[src/rtl/cv32e40s_pkg.sv]
// Shared types for the register-file write-port arbiter and its secondary-write buffer.
package cv32e40s_pkg;

    typedef logic [4:0] rf_addr_t;

    typedef struct packed {
        rf_addr_t    waddr;
        logic [31:0] wdata;
    } rf_wr_t;

    typedef struct packed {
        rf_wr_t wr;
        logic   valid;
    } rf_wr_buf_t;

    typedef enum logic [1:0] {
        SelNone,
        SelHead,
        SelPrimary,
        SelBypass
    } rf_sel_e;

    function automatic logic [31:0] addr_onehot(input rf_addr_t addr);
        logic [31:0] oh;
        oh       = '0;
        oh[addr] = 1'b1;
        return oh;
    endfunction

endpackage

[src/rtl/cv32e40s_rf_wport_arbiter_if.sv]
// Write-port arbiter bus: WB primary write, secondary handshake, RF write port and status.
interface cv32e40s_rf_wport_arbiter_if;

    logic        wb_we_i;
    logic [4:0]  wb_waddr_i;
    logic [31:0] wb_wdata_i;
    logic        wb_halt_o;
    logic        sec_valid_i;
    logic        sec_ready_o;
    logic [4:0]  sec_waddr_i;
    logic [31:0] sec_wdata_i;
    logic        rf_we_o;
    logic [4:0]  rf_waddr_o;
    logic [31:0] rf_wdata_o;
    logic [31:0] pend_mask_o;
    logic [15:0] stall_cnt_o;

    modport slave (
        input  wb_we_i,
        input  wb_waddr_i,
        input  wb_wdata_i,
        output wb_halt_o,
        input  sec_valid_i,
        output sec_ready_o,
        input  sec_waddr_i,
        input  sec_wdata_i,
        output rf_we_o,
        output rf_waddr_o,
        output rf_wdata_o,
        output pend_mask_o,
        output stall_cnt_o
    );

    modport master (
        output wb_we_i,
        output wb_waddr_i,
        output wb_wdata_i,
        input  wb_halt_o,
        output sec_valid_i,
        input  sec_ready_o,
        output sec_waddr_i,
        output sec_wdata_i,
        input  rf_we_o,
        input  rf_waddr_o,
        input  rf_wdata_o,
        input  pend_mask_o,
        input  stall_cnt_o
    );

endinterface

[src/rtl/cv32e40s_rf_wr_fifo.sv]
// Secondary-write buffer: in-order FIFO with per-entry address-match kill and pending-write mask.
module cv32e40s_rf_wr_fifo
    import cv32e40s_pkg::*;
#(
    parameter int unsigned FIFO_DEPTH = 2
) (
    input  logic        clk,
    input  logic        rst,
    input  logic        i_push,
    input  rf_wr_t      i_push_data,
    input  logic        i_pop,
    input  logic        i_kill,
    input  rf_addr_t    i_kill_addr,
    output rf_wr_buf_t  o_head,
    output logic        o_empty,
    output logic        o_not_full,
    output logic [31:0] o_pend_mask
);

    localparam int unsigned PtrW = (FIFO_DEPTH > 1) ? $clog2(FIFO_DEPTH) : 1;
    localparam int unsigned CntW = $clog2(FIFO_DEPTH + 1);
    localparam logic [PtrW-1:0] LastPtr  = PtrW'(FIFO_DEPTH - 1);
    localparam logic [CntW-1:0] DepthCnt = CntW'(FIFO_DEPTH);

    rf_wr_buf_t      r_mem   [FIFO_DEPTH];
    rf_wr_buf_t      w_mem_d [FIFO_DEPTH];
    logic [PtrW-1:0] r_rptr;
    logic [PtrW-1:0] r_wptr;
    logic [PtrW-1:0] w_rptr_d;
    logic [PtrW-1:0] w_wptr_d;
    logic [CntW-1:0] r_count;
    logic [CntW-1:0] w_count_d;
    logic            w_do_pop;
    logic            w_do_push;

    assign o_empty    = (r_count == '0);
    assign o_not_full = (r_count < DepthCnt);
    assign o_head     = r_mem[r_rptr];
    assign w_do_pop   = i_pop && !o_empty;
    assign w_do_push  = i_push && o_not_full;

    // Vacated slots get valid cleared so the pending mask can OR every slot blindly.
    always_comb begin
        w_mem_d = r_mem;
        for (int i = 0; i < int'(FIFO_DEPTH); i++) begin
            if (i_kill && (r_mem[i].wr.waddr == i_kill_addr)) begin
                w_mem_d[i].valid = 1'b0;
            end
        end
        if (w_do_pop) begin
            w_mem_d[r_rptr].valid = 1'b0;
        end
        if (w_do_push) begin
            w_mem_d[r_wptr].wr    = i_push_data;
            w_mem_d[r_wptr].valid = !(i_kill && (i_push_data.waddr == i_kill_addr));
        end
    end

    always_comb begin
        w_rptr_d  = r_rptr;
        w_wptr_d  = r_wptr;
        w_count_d = r_count;
        if (w_do_pop) begin
            w_rptr_d = (r_rptr == LastPtr) ? '0 : r_rptr + PtrW'(1);
        end
        if (w_do_push) begin
            w_wptr_d = (r_wptr == LastPtr) ? '0 : r_wptr + PtrW'(1);
        end
        if (w_do_push && !w_do_pop) begin
            w_count_d = r_count + CntW'(1);
        end else if (!w_do_push && w_do_pop) begin
            w_count_d = r_count - CntW'(1);
        end
    end

    always_comb begin
        o_pend_mask = '0;
        for (int i = 0; i < int'(FIFO_DEPTH); i++) begin
            if (r_mem[i].valid) begin
                o_pend_mask = o_pend_mask | addr_onehot(r_mem[i].wr.waddr);
            end
        end
    end

    always_ff @(posedge clk) begin
        if (rst) begin
            r_rptr  <= '0;
            r_wptr  <= '0;
            r_count <= '0;
            for (int i = 0; i < int'(FIFO_DEPTH); i++) begin
                r_mem[i] <= '0;
            end
        end else begin
            r_rptr  <= w_rptr_d;
            r_wptr  <= w_wptr_d;
            r_count <= w_count_d;
            r_mem   <= w_mem_d;
        end
    end

endmodule

[src/rtl/cv32e40s_rf_wport_arbiter.sv]
// Register-file write-port arbiter: WB has priority, secondary writes bypass or buffer, and
// starvation forces a one-cycle WB halt. CV32E40S_RF_ARB_STATS_EN adds the forced-halt counter.
module cv32e40s_rf_wport_arbiter
    import cv32e40s_pkg::*;
#(
    parameter int unsigned FIFO_DEPTH   = 2,
    parameter int unsigned STARVE_LIMIT = 4
) (
    input logic                        clk,
    input logic                        rst,
    cv32e40s_rf_wport_arbiter_if.slave bus
);

    localparam int unsigned StarveW = $clog2(STARVE_LIMIT + 1);
    localparam logic [StarveW-1:0] StarveMax = StarveW'(STARVE_LIMIT);

    rf_wr_t             w_sec_wr;
    rf_wr_buf_t         w_head;
    logic               w_empty;
    logic               w_not_full;
    logic               w_sec_hs;
    logic               w_push;
    logic               w_pop;
    logic               w_kill;
    rf_sel_e            w_sel;
    logic               w_we;
    logic [4:0]         w_waddr;
    logic [31:0]        w_wdata;
    logic [StarveW-1:0] r_starve;
    logic [StarveW-1:0] w_starve_d;
    logic               r_halt;
    logic               w_halt_d;

    assign w_sec_wr.waddr = bus.sec_waddr_i;
    assign w_sec_wr.wdata = bus.sec_wdata_i;
    assign w_sec_hs       = bus.sec_valid_i && w_not_full;

    cv32e40s_rf_wr_fifo #(
        .FIFO_DEPTH(FIFO_DEPTH)
    ) u_fifo (
        .clk        (clk),
        .rst        (rst),
        .i_push     (w_push),
        .i_push_data(w_sec_wr),
        .i_pop      (w_pop),
        .i_kill     (w_kill),
        .i_kill_addr(bus.wb_waddr_i),
        .o_head     (w_head),
        .o_empty    (w_empty),
        .o_not_full (w_not_full),
        .o_pend_mask(bus.pend_mask_o)
    );

    // Any accepted secondary write that is not bypassed goes into the buffer.
    always_comb begin
        w_sel  = SelNone;
        w_pop  = 1'b0;
        w_push = 1'b0;
        w_kill = 1'b0;
        if (r_halt) begin
            w_sel  = SelHead;
            w_pop  = !w_empty;
            w_push = w_sec_hs;
        end else if (bus.wb_we_i) begin
            w_sel  = SelPrimary;
            w_push = w_sec_hs;
            w_kill = 1'b1;
        end else if (!w_empty) begin
            w_sel  = SelHead;
            w_pop  = 1'b1;
            w_push = w_sec_hs;
        end else if (w_sec_hs) begin
            w_sel = SelBypass;
        end
    end

    always_comb begin
        w_we    = 1'b0;
        w_waddr = '0;
        w_wdata = '0;
        case (w_sel)
            SelHead: begin
                w_we    = !w_empty && w_head.valid;
                w_waddr = w_head.wr.waddr;
                w_wdata = w_head.wr.wdata;
            end
            SelPrimary: begin
                w_we    = 1'b1;
                w_waddr = bus.wb_waddr_i;
                w_wdata = bus.wb_wdata_i;
            end
            SelBypass: begin
                w_we    = 1'b1;
                w_waddr = bus.sec_waddr_i;
                w_wdata = bus.sec_wdata_i;
            end
            default: ;
        endcase
    end

    // x0 is never written; the reset cycle emits nothing so discarded entries stay discarded.
    assign bus.rf_we_o     = w_we && (w_waddr != '0) && !rst;
    assign bus.rf_waddr_o  = w_waddr;
    assign bus.rf_wdata_o  = w_wdata;
    assign bus.sec_ready_o = w_not_full;
    assign bus.wb_halt_o   = r_halt;

    always_comb begin
        w_starve_d = r_starve;
        if (w_empty || w_pop) begin
            w_starve_d = '0;
        end else if (r_starve != StarveMax) begin
            w_starve_d = r_starve + StarveW'(1);
        end
        w_halt_d = (w_starve_d == StarveMax);
    end

    always_ff @(posedge clk) begin
        if (rst) begin
            r_starve <= '0;
            r_halt   <= 1'b0;
        end else begin
            r_starve <= w_starve_d;
            r_halt   <= w_halt_d;
        end
    end

`ifdef CV32E40S_RF_ARB_STATS_EN
    logic [15:0] r_stall_cnt;
    logic [15:0] w_stall_cnt_d;

    always_comb begin
        w_stall_cnt_d = r_stall_cnt;
        if (r_halt && (r_stall_cnt != 16'hFFFF)) begin
            w_stall_cnt_d = r_stall_cnt + 16'd1;
        end
    end

    always_ff @(posedge clk) begin
        if (rst) begin
            r_stall_cnt <= '0;
        end else begin
            r_stall_cnt <= w_stall_cnt_d;
        end
    end

    assign bus.stall_cnt_o = r_stall_cnt;
`else
    assign bus.stall_cnt_o = 16'h0000;
`endif

endmodule

[src/flat_wrapper.sv]
// flat-port wrapper written by rule: the top's interface ports become plain ports
module cv32e40s_rf_wport_arbiter_flat import cv32e40s_pkg::*;
#(
    parameter int unsigned FIFO_DEPTH   = 2,
    parameter int unsigned STARVE_LIMIT = 4
)
  (clk, rst, bus_wb_we_i, bus_wb_waddr_i, bus_wb_wdata_i, bus_wb_halt_o, bus_sec_valid_i, bus_sec_ready_o, bus_sec_waddr_i, bus_sec_wdata_i, bus_rf_we_o, bus_rf_waddr_o, bus_rf_wdata_o, bus_pend_mask_o, bus_stall_cnt_o);
  cv32e40s_rf_wport_arbiter_if bus_i ();
  input logic clk;
  input logic rst;
  input wire logic [$bits(bus_i.wb_we_i)-1:0] bus_wb_we_i;
  input wire logic [$bits(bus_i.wb_waddr_i)-1:0] bus_wb_waddr_i;
  input wire logic [$bits(bus_i.wb_wdata_i)-1:0] bus_wb_wdata_i;
  output wire logic [$bits(bus_i.wb_halt_o)-1:0] bus_wb_halt_o;
  input wire logic [$bits(bus_i.sec_valid_i)-1:0] bus_sec_valid_i;
  output wire logic [$bits(bus_i.sec_ready_o)-1:0] bus_sec_ready_o;
  input wire logic [$bits(bus_i.sec_waddr_i)-1:0] bus_sec_waddr_i;
  input wire logic [$bits(bus_i.sec_wdata_i)-1:0] bus_sec_wdata_i;
  output wire logic [$bits(bus_i.rf_we_o)-1:0] bus_rf_we_o;
  output wire logic [$bits(bus_i.rf_waddr_o)-1:0] bus_rf_waddr_o;
  output wire logic [$bits(bus_i.rf_wdata_o)-1:0] bus_rf_wdata_o;
  output wire logic [$bits(bus_i.pend_mask_o)-1:0] bus_pend_mask_o;
  output wire logic [$bits(bus_i.stall_cnt_o)-1:0] bus_stall_cnt_o;
  assign bus_i.wb_we_i = bus_wb_we_i;
  assign bus_i.wb_waddr_i = bus_wb_waddr_i;
  assign bus_i.wb_wdata_i = bus_wb_wdata_i;
  assign bus_wb_halt_o = bus_i.wb_halt_o;
  assign bus_i.sec_valid_i = bus_sec_valid_i;
  assign bus_sec_ready_o = bus_i.sec_ready_o;
  assign bus_i.sec_waddr_i = bus_sec_waddr_i;
  assign bus_i.sec_wdata_i = bus_sec_wdata_i;
  assign bus_rf_we_o = bus_i.rf_we_o;
  assign bus_rf_waddr_o = bus_i.rf_waddr_o;
  assign bus_rf_wdata_o = bus_i.rf_wdata_o;
  assign bus_pend_mask_o = bus_i.pend_mask_o;
  assign bus_stall_cnt_o = bus_i.stall_cnt_o;
  cv32e40s_rf_wport_arbiter #(.FIFO_DEPTH(FIFO_DEPTH), .STARVE_LIMIT(STARVE_LIMIT)) u_core (.clk(clk), .rst(rst), .bus(bus_i));
endmodule
[config.mk]
export PLATFORM = sky130hd
export DESIGN_NAME = cv32e40s_rf_wport_arbiter_flat
export DESIGN_NICKNAME = d
export VERILOG_FILES = /design/src/rtl/cv32e40s_pkg.sv /design/src/rtl/cv32e40s_rf_wport_arbiter_if.sv /design/src/rtl/cv32e40s_rf_wr_fifo.sv /design/src/rtl/cv32e40s_rf_wport_arbiter.sv /design/src/flat_wrapper.sv
export SDC_FILE = /design/constraint.sdc
export NUM_CORES = 1
export LEC_CHECK = 0
export ABC_AREA = 1
export CORE_MARGIN = 5
export CORE_UTILIZATION = 51
export DETAILED_ROUTE_END_ITERATION = 10
export PLACE_DENSITY = 0.87
export SETUP_SLACK_MARGIN = 0.1
export SLEW_MARGIN = 20
export SYNTH_ARGS = -nofsm -noshare
export SYNTH_HDL_FRONTEND = slang
export SYNTH_HIERARCHICAL = 1
export SYNTH_SLANG_ARGS = --single-unit
[constraint.sdc]
create_clock -name clk -period 3 [get_ports clk]
set_input_delay 0.6 -clock clk [delete_from_list [all_inputs] [get_ports clk]]
set_output_delay 0.6 -clock clk [all_outputs]
set_load 0.005 [all_outputs]
==> results by stage <==
Status:
- The run finished with clean final reports.

Critical path:
- The critical path start-end classification is in -> out.
- The worst setup path is launched from an input port.
- Tracing the worst setup path back leads to its startpoint at bus_sec_valid_i.
- In this design, the critical path's most frequently occurring cell is sky130_fd_sc_hd__nor2_1.
- In this run the critical register-to-register path is launched from u_core/bus.wb_halt_o.
- Data arrives at the worst endpoint at 2.28 ns.
- The family with the most delay on the worst path is buffers and inverters.
- The critical path buffer and inverter count is 3.
- Of all nets on the critical path, the largest fanout is 5.
- The kind of end point of the critical path is a primary output.
- The critical path required time is 2.40 ns.
- The worst-path cell with the longest stage delay is sky130_fd_sc_hd__clkdlybuf4s50_1.
- The largest incremental delay on the critical path is 0.52 ns.
- The signal on the critical path passes through clkdlybuf4s50_1 > nand2_2 > inv_2 > nand3_4 > nor2_1 > nor2_2 > nand2_1 > nor2_1 > nor2_1 > clkdlybuf4s50_1.

Logic synthesis:
- The portion of synthesized cell area occupied by the leading cell type is 0.317.
- Sorting the synthesized cells by area gives the leading types as sky130_fd_sc_hd__dfxtp_1 32%, sky130_fd_sc_hd__nand2_1 17%, sky130_fd_sc_hd__a211oi_2 7.1%.
- The average cell area after synthesis is 6.49 sq um.
- The total of warnings raised by yosys is 6.
- The top cell type by total area after synthesis is sky130_fd_sc_hd__dfxtp_1.
- The synthesized netlist occupies a cell area of 5310 sq um.
- The post-synthesis cell type count is 29.
- The cell count after synthesis is 818.
- Of the synthesized area, sequential elements account for 0.317.
- The register bit total from synthesis is 84.

Cells and area:
- The final design area excluding fillers is 7270 sq um.
- From synthesis to final layout, the design area changed by 37.1%.
- The count of nets after finishing is 1,043.
- The most common cell after layout, fill and taps aside is sky130_fd_sc_hd__nand2_1.
- The layout has 843 filler cells.
- The share of final-layout standard cells stronger than drive strength 1 is 0.105.
- 0 antenna diodes ended up in the layout.
- In the layout the commonest cells are 243 x sky130_fd_sc_hd__nand2_1, 115 x sky130_fd_sc_hd__clkdlybuf4s50_1, 83 x sky130_fd_sc_hd__dfxtp_1, 77 x sky130_fd_sc_hd__inv_1, 72 x sky130_fd_sc_hd__o21ai_0.

Clock network:
- After clock tree synthesis, the clock-pin slew on the worst setup and hold paths is 0.08 ns.
- The clock tree from TritonCTS is yes.
- The number of clock sinks is 84.
- The number of hold buffers added after CTS was 0.
- The H-tree was split into 3 levels.
- The deepest clock path buffer count is 2.
- The total CTS buffers is 9.
- CTS placed an instance of sky130_fd_sc_hd__clkbuf_8 at the clock tree root.
- The source-to-sink clock delay at the later pin of the worst-skew pair is 0.36 ns.

Drt:
- The DRC violation count after routing is 0.
- Summing over every cut layer, the via total after detailed routing is 5,875.
- The detailed-routing iteration count for the pre-antenna-repair pass is 6.
- In this run, the number of DRC markers left after iteration 0 of detailed routing was 415.
- The average wire per cell in the routed design is 14.1 microns.
- The total detailed-routing wirelength is 15,500 microns.
- The count of antenna-violating nets left after detailed routing is 0.
- Using the TritonRoute via totals, the vias-per-cell ratio works out to 5.33.

Floorplanning:
- The width of the die is 112 microns.
- During I/O placement, the number of pins put on the boundary was 166.
- The full die area is 12,500 sq um.
- The floorplan row count is 37.
- Measured along the y axis, the die boundary spans 112 microns.
- The initial core utilization is 0.519.
- The core region area is 10,200 sq um.

Timing:
- The total of endpoints with negative setup slack in the final report is 0.
- The count of endpoints failing hold in the final timing report is 0.
- The part of the cycle the worst path needs is 0.961.
- The worst slew margin relative to its limit is 0.314.
- The clock arrives with 0.00802 ns of skew.
- After layout, the minimum clock period comes to 2.88 ns.
- The achievable clock frequency is 347 MHz.
- Setup repair after global routing could not meet its margin everywhere.
- The slew at the pin closest to its max-slew limit is 1.03 ns.
- The max-slew violation count is 0.
- After layout, the worst setup slack is 0.118 ns.

Power:
- For this design the ratio of total power to cell area is 556 nW/um^2.
- The analysis attributes to cell leakage a power of 3.14 nW.
- Across the VDD grid, the largest voltage drop is 307 uV.

Global routing:
- The initial antenna violation count is 0.
- Summed over all layers, the global routing overflow is 0.
- The first-pass GRT wire length is 25,300 microns.
- In the global route stage, overall resource usage came out at 0.235.
- The via count of the first global-routing pass is 5,467.
- The pin count of the biggest net entering global routing is 83.

Place:
- The HPWL after detailed placement is 10,400 microns.
- OpenSTA, run right after detailed placement, puts the worst setup slack at -0.0156 ns.
- The placement-stage cell area is 6870 sq um.
- The count of buffers added on input and output ports is 149.
- The routability-driven placement congestion ratio is 0.937.

Min path:
- The origin of the worst min-delay path is u_core/u_fifo/r_mem[13].
- The worst hold path belongs to the class reg -> reg.

Flow run:
- Max-cap violations in this run came to 0.
## final cells by class
type                       instances  area, sq um  share of cell area
timing repair buffer             180         1870               0.257
inverter                          82          314              0.0432
sequential                        84         1690               0.232
clock buffer                      10          128              0.0175
tap                              136          170              0.0234
multi-input combinational        605         3040               0.418
clock inverter                     6         65.1             0.00895
## per-stage QoR
stage          utilization  total power, mW  cells  TNS, ns  hold slack, ns
2_1_floorplan            -             2.57    833        0           0.434
3_3_place_gp         0.672             3.15   1080        0           0.446
3_5_place_dp         0.672             3.17   1080  -0.0156           0.453
4_1_cts              0.698             4.00   1101        0           0.465
5_1_grt              0.711             4.31   1103        0           0.476
6_report             0.711             4.05   1103        0           0.466
## sequential cells by signal (all words and copies together), names as in the netlist
register,cells
u_core/u_fifo/r_mem,76
u_core/r_starve,3
u_core/u_fifo/r_count,2
u_core/bus.wb_halt_o,1
u_core/u_fifo/r_rptr,1
u_core/u_fifo/r_wptr,1
## where the power goes
group	total (mW)	switching, mW	internal (mW)
Sequential	1.46	0.136	1.32
Clock	0.793	0.409	0.385
Combinational	1.79	1.05	0.743
Total	4.05	1.59	2.45
## per-layer routing
metal / wire length (microns) / vias to the layer above / track usage
met3: 1450 / 28 / 0.0576
met5: 0 / - / 0
met4: 264 / 0 / 0.0721
met1: 6560 / 2617 / 0.296
met2: 7270 / 298 / 0.398
li1: - / 2932 / -
## worst paths after layout
path                                            endpoint  slack, ns  depth (start not counted)
worst max-delay path                         bus_rf_we_o       0.12                         10
worst min-delay path             u_core/u_fifo/r_mem[13]       0.47                          2
worst max register to register  u_core/u_fifo/r_count[1]       0.73                         11
worst min register to register   u_core/u_fifo/r_mem[13]       0.47                          2
## cells by family after synthesis
family,after synthesis,synth area share
simple gates,409,0.318
compound gates,175,0.224
buf+inv,144,0.130
flops,84,0.317
fa+ha+maj,3,0.00708
xor+xnor,2,0.00330
other cells,1,0.000707
## worst register-to-register path: cells and delay by family, from the launching register on
kind	cells	cell delay, ns
AOI/OAI and AO/OA	5	0.76
adders and majority gates	1	0.39
buffers and inverters	3	0.48
DFF	1	0.39
and+or+nand+nor	2	0.20
## Yosys cell counts (all sizes together)
library cell    n
nand2         247
dfxtp          84
inv            82
nor2           77
o21ai          74
nand3          69
a211oi         42
buf            41
a21oi          37
clkbuf         21
a22oi          19
nor3           13
ha              3
o211ai          2
xor2            2
conb            1
nand3b          1
nor3b           1
nor4            1
o21a            1
## timing repair
action,4_1_cts,5_1_grt
pin swaps,1,0
cloned,1,1
setup buffers,4,1
setup endpoints to repair,34,36
resized for setup,17,35
Note: power is estimated with default switching activity, not from simulation.
